===== src/rtl/uart_multi_fifo_if.sv =====
// rtl/uart_multi_fifo_if.sv - handshake/status bundle for the multi-lane byte FIFO
interface uart_multi_fifo_if #(
    parameter int DATA_WIDTH = 8,
    parameter int LANES      = 4
);
    logic [31:0]                 size;
    logic                        write_strobe;
    logic [7:0]                  write_count;
    logic [LANES*DATA_WIDTH-1:0] write_data;
    logic [31:0]                 write_available;
    logic                        read_strobe;
    logic [DATA_WIDTH-1:0]       read_data;
    logic [31:0]                 read_count;
    logic                        overflow;
    logic                        underflow;
    logic                        full;
    logic                        empty;

    modport master (
        output write_strobe, write_count, write_data, read_strobe,
        input  size, write_available, read_data, read_count,
        input  overflow, underflow, full, empty
    );

    modport slave (
        input  write_strobe, write_count, write_data, read_strobe,
        output size, write_available, read_data, read_count,
        output overflow, underflow, full, empty
    );
endinterface


===== src/rtl/uart_multi_fifo.sv =====
// rtl/uart_multi_fifo.sv - multi-lane write, single-pop byte FIFO with exact occupancy status
// Define UART_FIFO_OVERWRITE_EN to make excess writes discard the oldest entries instead of the new lanes.
module uart_multi_fifo #(
    parameter int DATA_WIDTH = 8,
    parameter int ADDR_WIDTH = 4,
    parameter int LANES      = 4
) (
    input  logic               clk,
    input  logic               rst,
    uart_multi_fifo_if.slave   bus
);
    localparam int DEPTH = 1 << ADDR_WIDTH;
    localparam int CW    = ADDR_WIDTH + 1;

    generate
        if (LANES < 1 || LANES > DEPTH) begin : g_bad_lanes
            $error("uart_multi_fifo: LANES must be within 1..DEPTH");
        end
    endgenerate

    logic [DATA_WIDTH-1:0] mem [DEPTH];
    logic [ADDR_WIDTH-1:0] rd_ptr;
    logic [ADDR_WIDTH-1:0] wr_ptr;
    logic [CW-1:0]         count;
    logic                  overflow_q;
    logic                  underflow_q;

    logic [CW-1:0]         n_req;
    logic [CW-1:0]         free_eff;
    logic [CW-1:0]         accepted;
    logic [CW-1:0]         drop;
    logic [CW-1:0]         count_next;
    logic                  rd_ok;
    logic                  ovf_next;
    logic                  unf_next;

    always_comb begin
        n_req      = '0;
        rd_ok      = 1'b0;
        free_eff   = '0;
        accepted   = '0;
        drop       = '0;
        ovf_next   = 1'b0;
        unf_next   = 1'b0;
        count_next = count;

        if (bus.write_strobe) begin
            n_req = (int'(bus.write_count) > LANES) ? CW'(LANES) : CW'(bus.write_count);
        end
        rd_ok    = bus.read_strobe && (count != '0);
        unf_next = bus.read_strobe && (count == '0);
        // A pop in the same cycle frees its slot for the incoming lanes.
        free_eff = CW'(DEPTH) - count + CW'(rd_ok);

`ifdef UART_FIFO_OVERWRITE_EN
        accepted = n_req;
        drop     = (n_req > free_eff) ? (n_req - free_eff) : '0;
`else
        accepted = (n_req < free_eff) ? n_req : free_eff;
        drop     = '0;
`endif
        ovf_next   = (accepted < n_req) || (drop != '0);
        count_next = count + accepted - CW'(rd_ok) - drop;
    end

    // Storage carries no reset; lanes beyond the accepted count are never written.
    always_ff @(posedge clk) begin
        if (!rst) begin
            for (int k = 0; k < LANES; k++) begin
                if (CW'(k) < accepted) begin
                    mem[wr_ptr + ADDR_WIDTH'(k)] <= bus.write_data[k*DATA_WIDTH +: DATA_WIDTH];
                end
            end
        end
    end

    always_ff @(posedge clk) begin
        if (rst) begin
            rd_ptr      <= '0;
            wr_ptr      <= '0;
            count       <= '0;
            overflow_q  <= 1'b0;
            underflow_q <= 1'b0;
        end else begin
            wr_ptr      <= wr_ptr + ADDR_WIDTH'(accepted);
            rd_ptr      <= rd_ptr + ADDR_WIDTH'(CW'(rd_ok) + drop);
            count       <= count_next;
            overflow_q  <= ovf_next;
            underflow_q <= unf_next;
        end
    end

    assign bus.size            = 32'(DEPTH);
    assign bus.read_count      = 32'(count);
    assign bus.write_available = 32'(DEPTH) - 32'(count);
    assign bus.full            = (count == CW'(DEPTH));
    assign bus.empty           = (count == '0);
    assign bus.read_data       = mem[rd_ptr];
    assign bus.overflow        = overflow_q;
    assign bus.underflow       = underflow_q;
endmodule


===== src/flat_wrapper.sv =====
// flat-port wrapper written by rule: the top's interface ports become plain ports
module uart_multi_fifo_flat 
#(
    parameter int DATA_WIDTH = 8,
    parameter int ADDR_WIDTH = 4,
    parameter int LANES      = 4
)
  (clk, rst, bus_write_strobe, bus_write_count, bus_write_data, bus_read_strobe, bus_size, bus_write_available, bus_read_data, bus_read_count, bus_overflow, bus_underflow, bus_full, bus_empty);
  uart_multi_fifo_if #(.DATA_WIDTH(DATA_WIDTH), .LANES(LANES)) bus_i ();
  input  logic clk;
  input  logic rst;
  input wire logic [$bits(bus_i.write_strobe)-1:0] bus_write_strobe;
  input wire logic [$bits(bus_i.write_count)-1:0] bus_write_count;
  input wire logic [$bits(bus_i.write_data)-1:0] bus_write_data;
  input wire logic [$bits(bus_i.read_strobe)-1:0] bus_read_strobe;
  output wire logic [$bits(bus_i.size)-1:0] bus_size;
  output wire logic [$bits(bus_i.write_available)-1:0] bus_write_available;
  output wire logic [$bits(bus_i.read_data)-1:0] bus_read_data;
  output wire logic [$bits(bus_i.read_count)-1:0] bus_read_count;
  output wire logic [$bits(bus_i.overflow)-1:0] bus_overflow;
  output wire logic [$bits(bus_i.underflow)-1:0] bus_underflow;
  output wire logic [$bits(bus_i.full)-1:0] bus_full;
  output wire logic [$bits(bus_i.empty)-1:0] bus_empty;
  assign bus_i.write_strobe = bus_write_strobe;
  assign bus_i.write_count = bus_write_count;
  assign bus_i.write_data = bus_write_data;
  assign bus_i.read_strobe = bus_read_strobe;
  assign bus_size = bus_i.size;
  assign bus_write_available = bus_i.write_available;
  assign bus_read_data = bus_i.read_data;
  assign bus_read_count = bus_i.read_count;
  assign bus_overflow = bus_i.overflow;
  assign bus_underflow = bus_i.underflow;
  assign bus_full = bus_i.full;
  assign bus_empty = bus_i.empty;
  uart_multi_fifo #(.DATA_WIDTH(DATA_WIDTH), .ADDR_WIDTH(ADDR_WIDTH), .LANES(LANES)) u_core (.clk(clk), .rst(rst), .bus(bus_i));
endmodule

===== config.mk =====
export PLATFORM = sky130hd
export DESIGN_NAME = uart_multi_fifo_flat
export DESIGN_NICKNAME = d
export VERILOG_FILES = /design/src/rtl/uart_multi_fifo_if.sv /design/src/rtl/uart_multi_fifo.sv /design/src/flat_wrapper.sv
export SDC_FILE = /design/constraint.sdc
export NUM_CORES = 1
export LEC_CHECK = 0
export CAP_MARGIN = 20
export CORE_ASPECT_RATIO = 0.9
export CORE_MARGIN = 2
export CORE_UTILIZATION = 57
export DETAILED_ROUTE_END_ITERATION = 10
export PLACE_DENSITY = 0.8
export RECOVER_POWER = 25
export SLEW_MARGIN = 5
export SYNTH_ARGS = -nofsm -noshare
export SYNTH_HDL_FRONTEND = slang
export SYNTH_SLANG_ARGS = --single-unit

===== constraint.sdc =====
create_clock -name clk -period 7.01 [get_ports clk]
set_clock_uncertainty 0.15 [all_clocks]
set_input_delay 2.103 -clock clk [delete_from_list [all_inputs] [get_ports clk]]
set_output_delay 2.103 -clock clk [all_outputs]
set_load 0.02 [all_outputs]

==> implementation parameters <==
Parameter                              Value

STA
  Setup TNS after final layout ... 0 ps
  Unrepaired setup endpoints after global routing ... no
  Final worst slack ... 457.4 ps
  Final Hold Fails ... 0
  Worst-case headroom to the max-slew limit ... -15.51%
  Clock period minus worst slack ... 6553 ps
  Slew Viols, Final ... 25
  Number of setup violations in the final report ... 0
  Post-route clock period utilization ... 93.48%
  Achievable frequency ... 152.6 MHz
  Slew @ Worst Pin ... 1730 ps

Drt
  WL per Instance ... 28.67 um
  Count of antenna-violating nets left after detailed routing ... 0
  Average via count per standard cell ... 7.310
  Total number of vias ... 9803
  Post-route DRC violation count ... 0
  Pre-Repair DR Iteration Count ... 8
  Number of DRC markers in iteration 0 ... 1538
  Total routed wirelength ... 38450 um

Synth
  Number of synthesized flops with an enable pin ... 128
  Async set-reset flop share out of synthesis ... 0%
  Number of flip-flops and latches in the synthesized netlist ... 143
  Number of warnings printed during yosys synthesis ... 0
  Share of synthesized area occupied by flip-flops and latches ... 37.38%
  Average cell area after synthesis ... 10.57 um^2
  Predominant post-synthesis flop cell ... sky130_fd_sc_hd__edfxtp_1
  Synthesized area ... 11090 um^2
  Cells after Synth ... 1049
  Distinct cell type count after synthesis ... 71

Floorplanning
  Number of I/O pins ... 152
  Starting density of the core ... 58.05%
  Vertical die dimension ... 136.3 um
  Floorplan core area ... 19100 um^2
  Horizontal extent of the die ... 151 um
  Floorplan die area ... 20580 um^2
  Row count ... 48

Worst setup path
  Maximum fanout along the worst path ... 10
  Slowest stage cell on the critical path ... sky130_fd_sc_hd__o21ai_0
  Delay of the slowest critical-path stage ... 960 ps
  Worst EP arrival ... 6570 ps
  Data required time of the critical path ... 7020 ps
  Most common cell on crit path ... sky130_fd_sc_hd__ha_1
  Setup CP Type ... in -> reg
  Critical-path cell list ... dlygate4sd3_1 -> nand2b_1 -> ha_1 -> inv_1 -> ha_1 -> nand2_1 -> xnor2_1 -> ha_1 -> nand3_1 -> a21oi_1 -> or2_2 -> nand3_1 -> a211oi_2 -> o21ai_0 -> and2_0 -> a21oi_1
  Combined buffer and inverter count along the critical path ... 2
  Kind of cell adding the most delay to the critical path ... simple AND/OR/NAND/NOR gates
  Nature of the critical path endpoint ... register
  Critical path startpoint category ... input pin

Place
  DP Wirelength ... 24780 um
  Quantity of I/O buffers inserted on ports ... 92
  Place WS ... 305.1 ps
  Final Wtd Congestion ... 0.9727

Finish
  Ratio of cells with drive above 1 in the final layout ... 14.67%
  Most frequent cells in the layout ... sky130_fd_sc_hd__mux2i_1 (128), sky130_fd_sc_hd__edfxtp_1 (128), sky130_fd_sc_hd__o22ai_1 (80)
  Diode insertion count for antenna repair ... 0
  Count of nets after finishing ... 1148
  P&R area growth vs syn ... 11.88%

Pwr
  Leakage power figure ... 4.217 nW
  Part of the power in combinational logic ... 54.4%
  Maximum ir drop on the vdd rail ... 0.4002 mV
  Switch Pwr ... 2.375 mW
  Switching share of total power ... 44.09%
  Flop pwr share ... 27.0%
  Clock network fraction of total power ... 18.5%
  Cell area power density ... 434.4 nW/um^2
  Total internal power ... 3.012 mW

Clock network
  Cts bufs inserted ... 17
  Clk Latency, worst-skew pair ... 430 ps
  Buffer depth of the longest clock path ... 2
  Post-CTS sizing ... 0
  Number of setup buffers added after CTS ... 0
  Number of sinks driven by the clock tree ... 143
  H-tree depth ... 4
  Count of hold buffers inserted by post-cts repair ... 0
  Library cell used as clock root buffer ... sky130_fd_sc_hd__clkbuf_16
  CTS tree ... yes
  Worst-path clk slew ... 60 ps

Status
  Result of the run ... finished with violations
  Failing checks ... max-capacitance violations, max-slew violations

Global routing
  Pin count of the biggest net entering global routing ... 28
  Number of global-route vias before repair ... 9321
  Wire length of the first global-routing pass ... 56470 um
  Total congestion overflow after global routing ... 0
  Number of antenna violations at the first check in global routing ... 2
  Overall track demand over capacity in global routing ... 37.90%

Job
  Max capacitance violation total ... 1

Worst hold path
  Class of the worst hold path ... reg -> reg
==> registers in the layout, summed over array words and instances (netlist names) <==
signal	cells
u_core.mem	128
u_core.count	5
u_core.rd_ptr	4
u_core.wr_ptr	4
u_core.bus.overflow	1
u_core.bus.underflow	1
==> cell families (layout without fill, tap and decap cells) <==
| group | after synthesis | after routing | synth area share [%] |
|---|---|---|---|
| compound gates | 296 | 296 | 19.42 |
| xor+xnor | 20 | 20 | 1.580 |
| fa+ha+maj | 27 | 27 | 3.104 |
| buf+inv | 203 | 184 | 10.15 |
| flops | 143 | 143 | 37.38 |
| mux | 168 | 168 | 19.68 |
| other cells | 2 | 63 | 0.06775 |
| simple gates | 190 | 190 | 8.612 |
==> cell usage after synthesis, types with 11 or more instances <==
cell type	number	area [um^2]
sky130_fd_sc_hd__a21oi_1	77	385.4
sky130_fd_sc_hd__a21oi_2	15	131.4
sky130_fd_sc_hd__a221oi_1	48	420.4
sky130_fd_sc_hd__buf_1	15	56.30
sky130_fd_sc_hd__buf_2	14	70.07
sky130_fd_sc_hd__buf_4	86	645.6
sky130_fd_sc_hd__clkbuf_1	50	187.7
sky130_fd_sc_hd__dfxtp_1	15	300.3
sky130_fd_sc_hd__edfxtp_1	128	3844
sky130_fd_sc_hd__ha_1	25	312.8
sky130_fd_sc_hd__inv_1	35	131.4
sky130_fd_sc_hd__mux2i_1	128	1281
sky130_fd_sc_hd__mux4_2	40	900.9
sky130_fd_sc_hd__nand2_1	34	127.6
sky130_fd_sc_hd__nor2_1	70	262.8
sky130_fd_sc_hd__nor2_2	14	87.58
sky130_fd_sc_hd__o21ai_2	11	96.34
sky130_fd_sc_hd__o22ai_1	80	500.5
sky130_fd_sc_hd__xnor2_1	12	105.1
==> final timing paths <==
check	from	slack [ps]	depth (start not counted)	end
worst min-delay path	u_core.count[4]	590	3	u_core.count[4]
worst max-delay path	bus_read_strobe	460	16	u_core.mem[15][5]
worst max register to register	u_core.count[1]	1430	19	u_core.mem[15][5]
worst min register to register	u_core.count[4]	590	3	u_core.count[4]
==> worst min-delay path, delay by kind of cell (launching register included) <==
family	cells	cell delay, ps
flip-flops	1	370
AND/OR/NAND/NOR	1	70
XOR/XNOR	1	90
AO/OA/AOI/OAI	1	190
==> per-stage QoR <==
stage	util (%)	hold slack (ps)	area, um^2	std cells	total power [mW]
floorplan	-	407.3	11310	1110	3.528
global placement	61.31	574.0	11710	1303	4.270
detailed placement	61.41	587.4	11730	1306	4.331
CTS	64.74	600.2	12360	1338	5.334
global route	64.94	672.1	12400	1341	5.630
finish	64.94	594.4	12400	1341	5.388
==> area by class of cell <==
type,instances,area [um^2]
multi-input combinational,764,6043
clock inverter,14,207.7
inverter,35,131.4
sequential,143,4144
tap,250,312.8
clock buffer,18,429.2
timing repair buffer,117,1135
fill,1474,6695
==> routing by layer <==
metal	GRT usage, %	vias up	wire length (um)
li1	-	3973	-
met1	47.55	4492	12660
met2	52.50	1041	15690
met3	18.22	293	7047
met4	23.26	4	3018
met5	0	-	30
==> power by group through the flow <==
stage | Sequential, mW | Combinational, mW | Clock (mW)
final | 1.46 | 2.93 | 0.999
after CTS | 1.44 | 2.89 | 0.998
after floorplan | 1.34 | 2.19 | 0
after global routing | 1.47 | 3.13 | 1.03
after detailed placement | 1.46 | 2.87 | 0
after global placement | 1.45 | 2.82 | 0
Note: power is estimated with default switching activity, not from simulation.
